<file path="config.mk">
export PLATFORM = sky130hd
export DESIGN_NAME = mem_sram_controller
export DESIGN_NICKNAME = d
export VERILOG_FILES = /design/src/rtl/mem_sram_controller.sv
export SDC_FILE = /design/constraint.sdc
export NUM_CORES = 1
export LEC_CHECK = 0
export ABC_AREA = 1
export BUFFER_PORTS_ARGS = -buffer_cell sky130_fd_sc_hd__buf_2
export CAP_MARGIN = 40
export CORE_MARGIN = 3
export CORE_UTILIZATION = 37
export DETAILED_ROUTE_END_ITERATION = 12
export PLACE_DENSITY = 0.64
export SLEW_MARGIN = 20
export SYNTH_ARGS = -nofsm -noshare
export SYNTH_HDL_FRONTEND = slang
export SYNTH_SLANG_ARGS = --single-unit
</file>
<file path="constraint.sdc">
create_clock -name clk -period 2.9 [get_ports clk]
set_clock_uncertainty 0.1 [all_clocks]
set_input_delay 0.435 -clock clk [delete_from_list [all_inputs] [get_ports clk]]
set_output_delay 0.435 -clock clk [all_outputs]
set_load 0.01 [all_outputs]
</file>
<file path="src/rtl/mem_sram_controller.sv">
// Memory-stage data-memory controller: services 32-bit loads/stores as two
// half-word phases on a 16-bit asynchronous SRAM, freezing the pipeline meanwhile.
module mem_sram_controller #(
    parameter int unsigned ADDR_BASE    = 1024,
    parameter int unsigned PHASE_CYCLES = 2
) (
    input  logic        clk,
    input  logic        rst,
    input  logic        wr_en,
    input  logic        rd_en,
    input  logic [31:0] address,
    input  logic [31:0] write_data,
    output logic [31:0] read_data,
    output logic        ready,
    output logic [17:0] sram_addr,
    output logic [15:0] sram_dq_out,
    input  logic [15:0] sram_dq_in,
    output logic        sram_dq_oe,
    output logic        sram_we_n,
    output logic        sram_oe_n
);

    typedef enum logic [1:0] {
        S_IDLE,
        S_LOW,
        S_HIGH,
        S_DONE
    } state_t;

    localparam logic [3:0] LAST = 4'(PHASE_CYCLES - 1);

    state_t      r_state;
    state_t      w_next;
    logic [3:0]  r_cnt;
    logic [3:0]  w_cnt_next;
    logic        w_req;
    logic        w_is_rd;
    logic        w_last;
    logic        w_phase;
    logic [16:0] w_word;

    assign w_req   = rd_en | wr_en;
    assign w_is_rd = rd_en & ~wr_en;
    assign w_last  = (r_cnt == LAST);
    assign w_phase = (r_state == S_LOW) | (r_state == S_HIGH);
    // Word index wraps modulo 2^17, including addresses below the base.
    assign w_word  = 17'((address - 32'(ADDR_BASE)) >> 2);

    always_ff @(posedge clk) begin
        if (rst) begin
            r_state <= S_IDLE;
            r_cnt   <= '0;
        end else begin
            r_state <= w_next;
            r_cnt   <= w_cnt_next;
        end
    end

    always_comb begin
        w_next     = r_state;
        w_cnt_next = r_cnt;
        unique case (r_state)
            S_IDLE: begin
                if (w_req) begin
                    w_next     = S_LOW;
                    w_cnt_next = '0;
                end
            end
            S_LOW: begin
                if (w_last) begin
                    w_next     = S_HIGH;
                    w_cnt_next = '0;
                end else begin
                    w_cnt_next = r_cnt + 4'd1;
                end
            end
            S_HIGH: begin
                if (w_last) begin
                    w_next     = S_DONE;
                    w_cnt_next = '0;
                end else begin
                    w_cnt_next = r_cnt + 4'd1;
                end
            end
            S_DONE: begin
                w_next     = S_IDLE;
                w_cnt_next = '0;
            end
        endcase
    end

    assign ready      = ((r_state == S_IDLE) & ~w_req) | (r_state == S_DONE);
    // Last cycle of each write phase keeps we_n high for data/address hold.
    assign sram_we_n  = ~(w_phase & wr_en & ~w_last);
    assign sram_oe_n  = ~(w_phase & w_is_rd);
    assign sram_dq_oe = w_phase & wr_en;

    always_ff @(posedge clk) begin
        if (rst) begin
            sram_addr   <= '0;
            sram_dq_out <= '0;
        end else if (w_next == S_LOW) begin
            sram_addr <= {w_word, 1'b0};
            if (wr_en) sram_dq_out <= write_data[15:0];
        end else if (w_next == S_HIGH) begin
            sram_addr <= {w_word, 1'b1};
            if (wr_en) sram_dq_out <= write_data[31:16];
        end
    end

    always_ff @(posedge clk) begin
        if (rst) begin
            read_data <= '0;
        end else if (w_is_rd & w_last) begin
            if (r_state == S_LOW)  read_data[15:0]  <= sram_dq_in;
            if (r_state == S_HIGH) read_data[31:16] <= sram_dq_in;
        end
    end

endmodule
</file>
# Yosys cells after proc, flatten, opt, wreduce, memory -nomap -nowiden
# Cells that the tools add are included.
# W data, S select, Z words.
# word_totals
reg_bits	72
latchBits	0
ram_bits	0
mem_bits_ro	0
input_bits	84
out_inout_bits	70
word_cells	52
memories	0
# classes
add_sub_neg	2
n_mul	0
div	0
n_lt_le_gt_ge	0
eq_ne	9
shifts	0
n_mux	13
bitwise_logic	14
n_reduce_logical	7
# ops
operator	n
$mux W16	4
$mux W18	2
$sub A19 B11 Y19 const B	1
$pmux W4 S3	1
$mux W4	2
$pmux W2 S4	1
$and A1 B1 Y1	6
$eq A2 B2 Y1 const B	3
$mux W2	3
$ne A2 B2 Y1 const B	3
$not A1 Y1	5
$add A4 B1 Y4 const B	1
$eq A2 B1 Y1 const B	2
$eq A4 B1 Y1 const B	1
$reduce_and A2 Y1	2
$reduce_or A2 Y1	2
$or A1 B1 Y1	3
$reduce_and A3 Y1	1
$logic_not A2 Y1	1
$reduce_bool A2 Y1	1

# Logic depth before layout (Yosys ltp)
# depth
ltp_word	6
ltp_mapped	18
mapped_depth_nobuf	16

# Worst setup path after synthesis
# Ideal clock, no wire load.
# synth_path
path_type	flip-flop to flip-flop
from	register r_cnt[0]
to	register sram_dq_out[5]
setup_ns	0.113
arrival_time_ns	2.025
required_ns	2.687
setup_slack_ns	0.662
stages_incl_launch_ff	18
period_less_slack_ns	2.238
path_cell_list	dfxtp_1 ha_1 nand2_1 nor2_4 inv_1 a21oi_1 nand2_1 nand2_1 inv_1 ha_1 buf_6 nor2_4 nor2_4 nor2_8 inv_4 buf_8 nor2_2 nor2_1
# synth_via
elab_chain_cells	6
elab_cells_between_ends	11
# synth_lines
item	line	text
from (decl)	34	logic [3:0] r_cnt;
from (signal assigned)	55	r_cnt <= w_cnt_next;
$eq A4 B1 Y1 *	44	assign w_last = (r_cnt == LAST);
$mux W2, on equally long branches	78, 70	
$pmux W2 S4 *	62	unique case (r_state)
via w_next[0]	33	state_t w_next;
$eq A2 B2 Y1 / $eq A2 B1 Y1 (equally long branches)	105, 102	
$ne A2 B2 Y1 (no source line) / $reduce_bool A2 Y1 (equally long branches)	-	
$reduce_and A3 Y1 (no source line)	-	
to (signal assigned)	104	if (wr_en) sram_dq_out <= write_data[15:0];
to (signal assigned)	107	if (wr_en) sram_dq_out <= write_data[31:16];
to (decl)	16	output logic [15:0] sram_dq_out,
# Mark *: on every way through the listed nets, which the timed path passes. The rest lies on a longest branch.
# A chain may end at the register's enable or synchronous reset.

# Final worst setup path
# layout_path
from	register r_cnt[0]
to	register sram_addr[3]
# layout_via
elab_chain_cells	5
elab_cells_between_ends	8
# layout_lines
item	line	text
$eq A4 B1 Y1 *	44	
$mux W2, on equally long branches	78, 70	
$pmux W2 S4 *	62	
via w_next[0]	33	
$eq A2 B1 Y1 / $eq A2 B2 Y1 (equally long branches)	102, 105	
$mux W18 / $reduce_bool A2 Y1 (equally long branches)	-	
to (signal assigned)	103	sram_addr <= {w_word, 1'b0};
to (signal assigned)	106	sram_addr <= {w_word, 1'b1};
to (decl)	15	output logic [17:0] sram_addr,
# Marks and branches as above.

==> out/qor.csv <==
stage,metric,value,unit
yosys,Yosys warnings,0,
finish,# diodes,0,
critical_path,crit-path max FO,34,
pwr,power per cell area,1037,nW/µm²
clock_tree,Hold Buf Count CTS,0,
yosys,post-synthesis register bit count,72,
clock_tree,Resized cells post-CTS,0,
critical_path,CP endpoint kind,register,
placed_design,HPWL Detailed,6122,µm
grt,initial antenna violation count,0,
finish,Final Non-Filler Cells,699,
yosys,mean area per synthesized cell,7.340,µm²
job,Max Cap Viol,0,
drt,number of DRC markers in iteration 0,56,
drt,Post-Route WL,8142,µm
pwr,P_leak,0.002093,µW
critical_path,cell family with most CP delay,simple AND/OR/NAND/NOR gates,
finish,Nets,682,
clock_tree,clk_lat worst skew,340,ps
clock_tree,Clock Sinks,72,
critical_path,"Largest stage delay, worst path",400,ps
critical_path,kind of critical path,register to register,
sta,Final min period,2522,ps
yosys,syn nets,553,
drt,# DRC,0,
yosys,"EDFF count, synth",0,
sta,RSZ-0062 raised after global routing,false,
yosys,leading area contributor after synthesis,dfxtp_1,
critical_path,CP cell instances,"ha_1, nand2_1, nor2_4, inv_1, o21ai_0, nand2_1, inv_1, ha_1, buf_6, nor2_1, nor2_4, nand2_1, a21oi_1",
sta,Least-Margin Pin Slew,667.4,ps
yosys,Post-synth top flop,dfxtp_1,
clock_tree,Inserted Clock Buffers,9,
worst_hold_path,Worst Hold Class,primary input to register,
sta,Setup TNS,0,ps
die,Die H,101.2,µm
run_status,status,finished clean,
die,Initial Util,0.3828,
yosys,asr flop ratio synth,0,
yosys,largest cells by area after synthesis,"dfxtp_1 (43%), inv_1 (8.3%), a21oi_1 (8.2%), nand2_1 (8.2%), o21ai_0 (7.0%)",
die,die area,10240,µm²
yosys,"top cells by count, synth","inv_1 (74), nand2_1 (73), dfxtp_1 (72), a21oi_1 (55), o21ai_0 (47)",
placed_design,routability cong.,0.8722,
critical_path,critical path arrival,2680,ps
die,row cnt,34,
critical_path,Critical Path Most Common Cell,nand2_1,
placed_design,Placed Cells,683,
finish,area grow syn2layout,27.23,%
grt,vias in the first global route,3058,
pwr,worst vdd ir,418.1,µV
clock_tree,clk slew on worst S/H paths,80,ps
clock_tree,CTS tree,built,
yosys,area share of the leading cell type in the synthesized netlist,0.4297,
clock_tree,H-tree levels,3,
grt,Overall Global Routing Usage,0.1607,
drt,uppermost layer routed,met4,
yosys,count of cell types in the netlist,27,
clock_tree,setup bufs post-CTS,0,
drt,post-route ant nets,0,
sta,max-slew violations,0,
sta,hold_ws,226.5,ps
critical_path,Critical-path top delay cell,dfxtp_1,
drt,routed len/inst,11.65,µm
placed_design,Port Buffers,138,
drt,Via Count,3193,
drt,met3 WL,616,µm
critical_path,required time of the critical path,3060,ps
sta,endpoints failing setup,0,
die,core area,8763,µm²
grt,"Remaining Overflow, GRT",0,
clock_tree,CTS root buffer,clkbuf_8,
clock_tree,CTS max path bufs,2,
drt,router iterations before antenna repair,4,
yosys,Synth Instances,457,
drt,Post-Route M1 WL,3357,µm
grt,largest net degree at the start of global routing,50,
die,chip width,101.2,µm
critical_path,Buffers & Inverters on Critical Path,3,
drt,wire length on met2,4049,µm
drt,vias per inst,4.568,
critical_path,critical path startpoint category,register,
grt,first-pass GRT wire length,13270,µm
die,Ports,154,
finish,share of layout cells above drive strength 1,0.3080,
sta,final-report hold violation count,0,
sta,Tcrit/Tclk final,0.8696,
sta,Max Fclk,0.3965,GHz
yosys,most frequent cell after synthesis,inv_1,
sta,max_slew headroom,0.5544,
yosys,synthesized cell area,3354,µm²
yosys,post-synthesis sequential area ratio,0.4297,
[cells by family after synthesis]
kind of cell / Yosys count / share of synthesized area
buffers and inverters: 100 / 0.1358
flip-flops: 72 / 0.4297
adder cells (fa/ha/maj): 12 / 0.04476
XOR/XNOR: 2 / 0.005223
AO/OA/AOI/OAI: 125 / 0.1872
AND/OR/NAND/NOR: 146 / 0.1973
[power breakdown]
part | switching, µW | internal [µW] | leakage, µW | total [µW]
registers | 88.1 | 1170 | 0.000586 | 1260
clock network | 404 | 496 | 0.000116 | 900
logic | 1490 | 777 | 0.00139 | 2270
[flip-flops by register name (all words and copies together), names as in the netlist]
| register | cells |
|---|---|
| read_data | 32 |
| sram_addr | 18 |
| sram_dq_out | 16 |
| r_cnt | 4 |
| r_state | 2 |
[worst min-delay path: cells and delay by family]
kind	cells	cell delay, ps
AND/OR/NAND/NOR	1	50
AO/OA/AOI/OAI	1	50
buffers and inverters	1	90
[per-stage QoR]
stage | setup WS (ps) | utilization | instance area [µm²] | power (µW)
floorplan | 662.2 | - | 3354 | 3191
detailed placement | 289.9 | 0.4605 | 4035 | 3561
CTS | 271.6 | 0.4863 | 4262 | 4486
finish | 378.0 | 0.4870 | 4268 | 4426
global placement | 366.0 | 0.4605 | 4035 | 3506
global route | 4.147 | 0.4870 | 4268 | 4834
[area by class of cell]
| type | instances | area, µm² |
|---|---|---|
| clock inverters | 7 | 102.6 |
| flip-flops and latches | 72 | 1441 |
| multi-input cells | 285 | 1460 |
| fillers | 936 | 4496 |
| inverters | 78 | 295.3 |
| well taps | 108 | 135.1 |
| clock buffers | 9 | 123.9 |
| repair buffers | 140 | 709.4 |
[cells in the final DEF (no fill, tap or decap)]
master     Yosys  routed
ha_2           0       1
a21oi_1       55      55
nor2_8         1       1
o21bai_1       1       1
dfxtp_1       72      72
nor3_1         2       2
clkinv_4       0       1
inv_1         74      74
inv_4          1       1
nand2_1       73      73
clkinv_2       0       1
o21ai_0       47      47
buf_4          5       1
inv_6          0       2
clkbuf_8       0       9
ha_1          12      11
nor2_4         4       4
nand3_2        2       2
nand2_2        1       1
inv_8          0       1
nor2_1        38      38
nor2_2        12      12
buf_2          1     138
o21ai_1       22      22
bufinv_16      0       2
or2_2          1       1
nand3_1       10      10
buf_6          6       1
xor2_1         2       2
inv_2          3       3
or2_1          2       2
[final timing paths]
kind                        to  depth (start not counted)  slack [ps]         start
hold / removal    sram_addr[8]                          3         230    address[9]
setup reg to reg  sram_addr[3]                         13         380      r_cnt[0]
setup / recovery  sram_addr[3]                         13         380      r_cnt[0]
hold reg to reg   read_data[9]                          2         340  read_data[9]
[per-layer routing]
layer,vias to the layer above,global-route usage
met5,-,0
met4,0,0.06339
met3,10,0.04752
met2,87,0.2872
met1,1407,0.1781
li1,1689,-
Note: power is estimated with default switching activity, not from simulation.
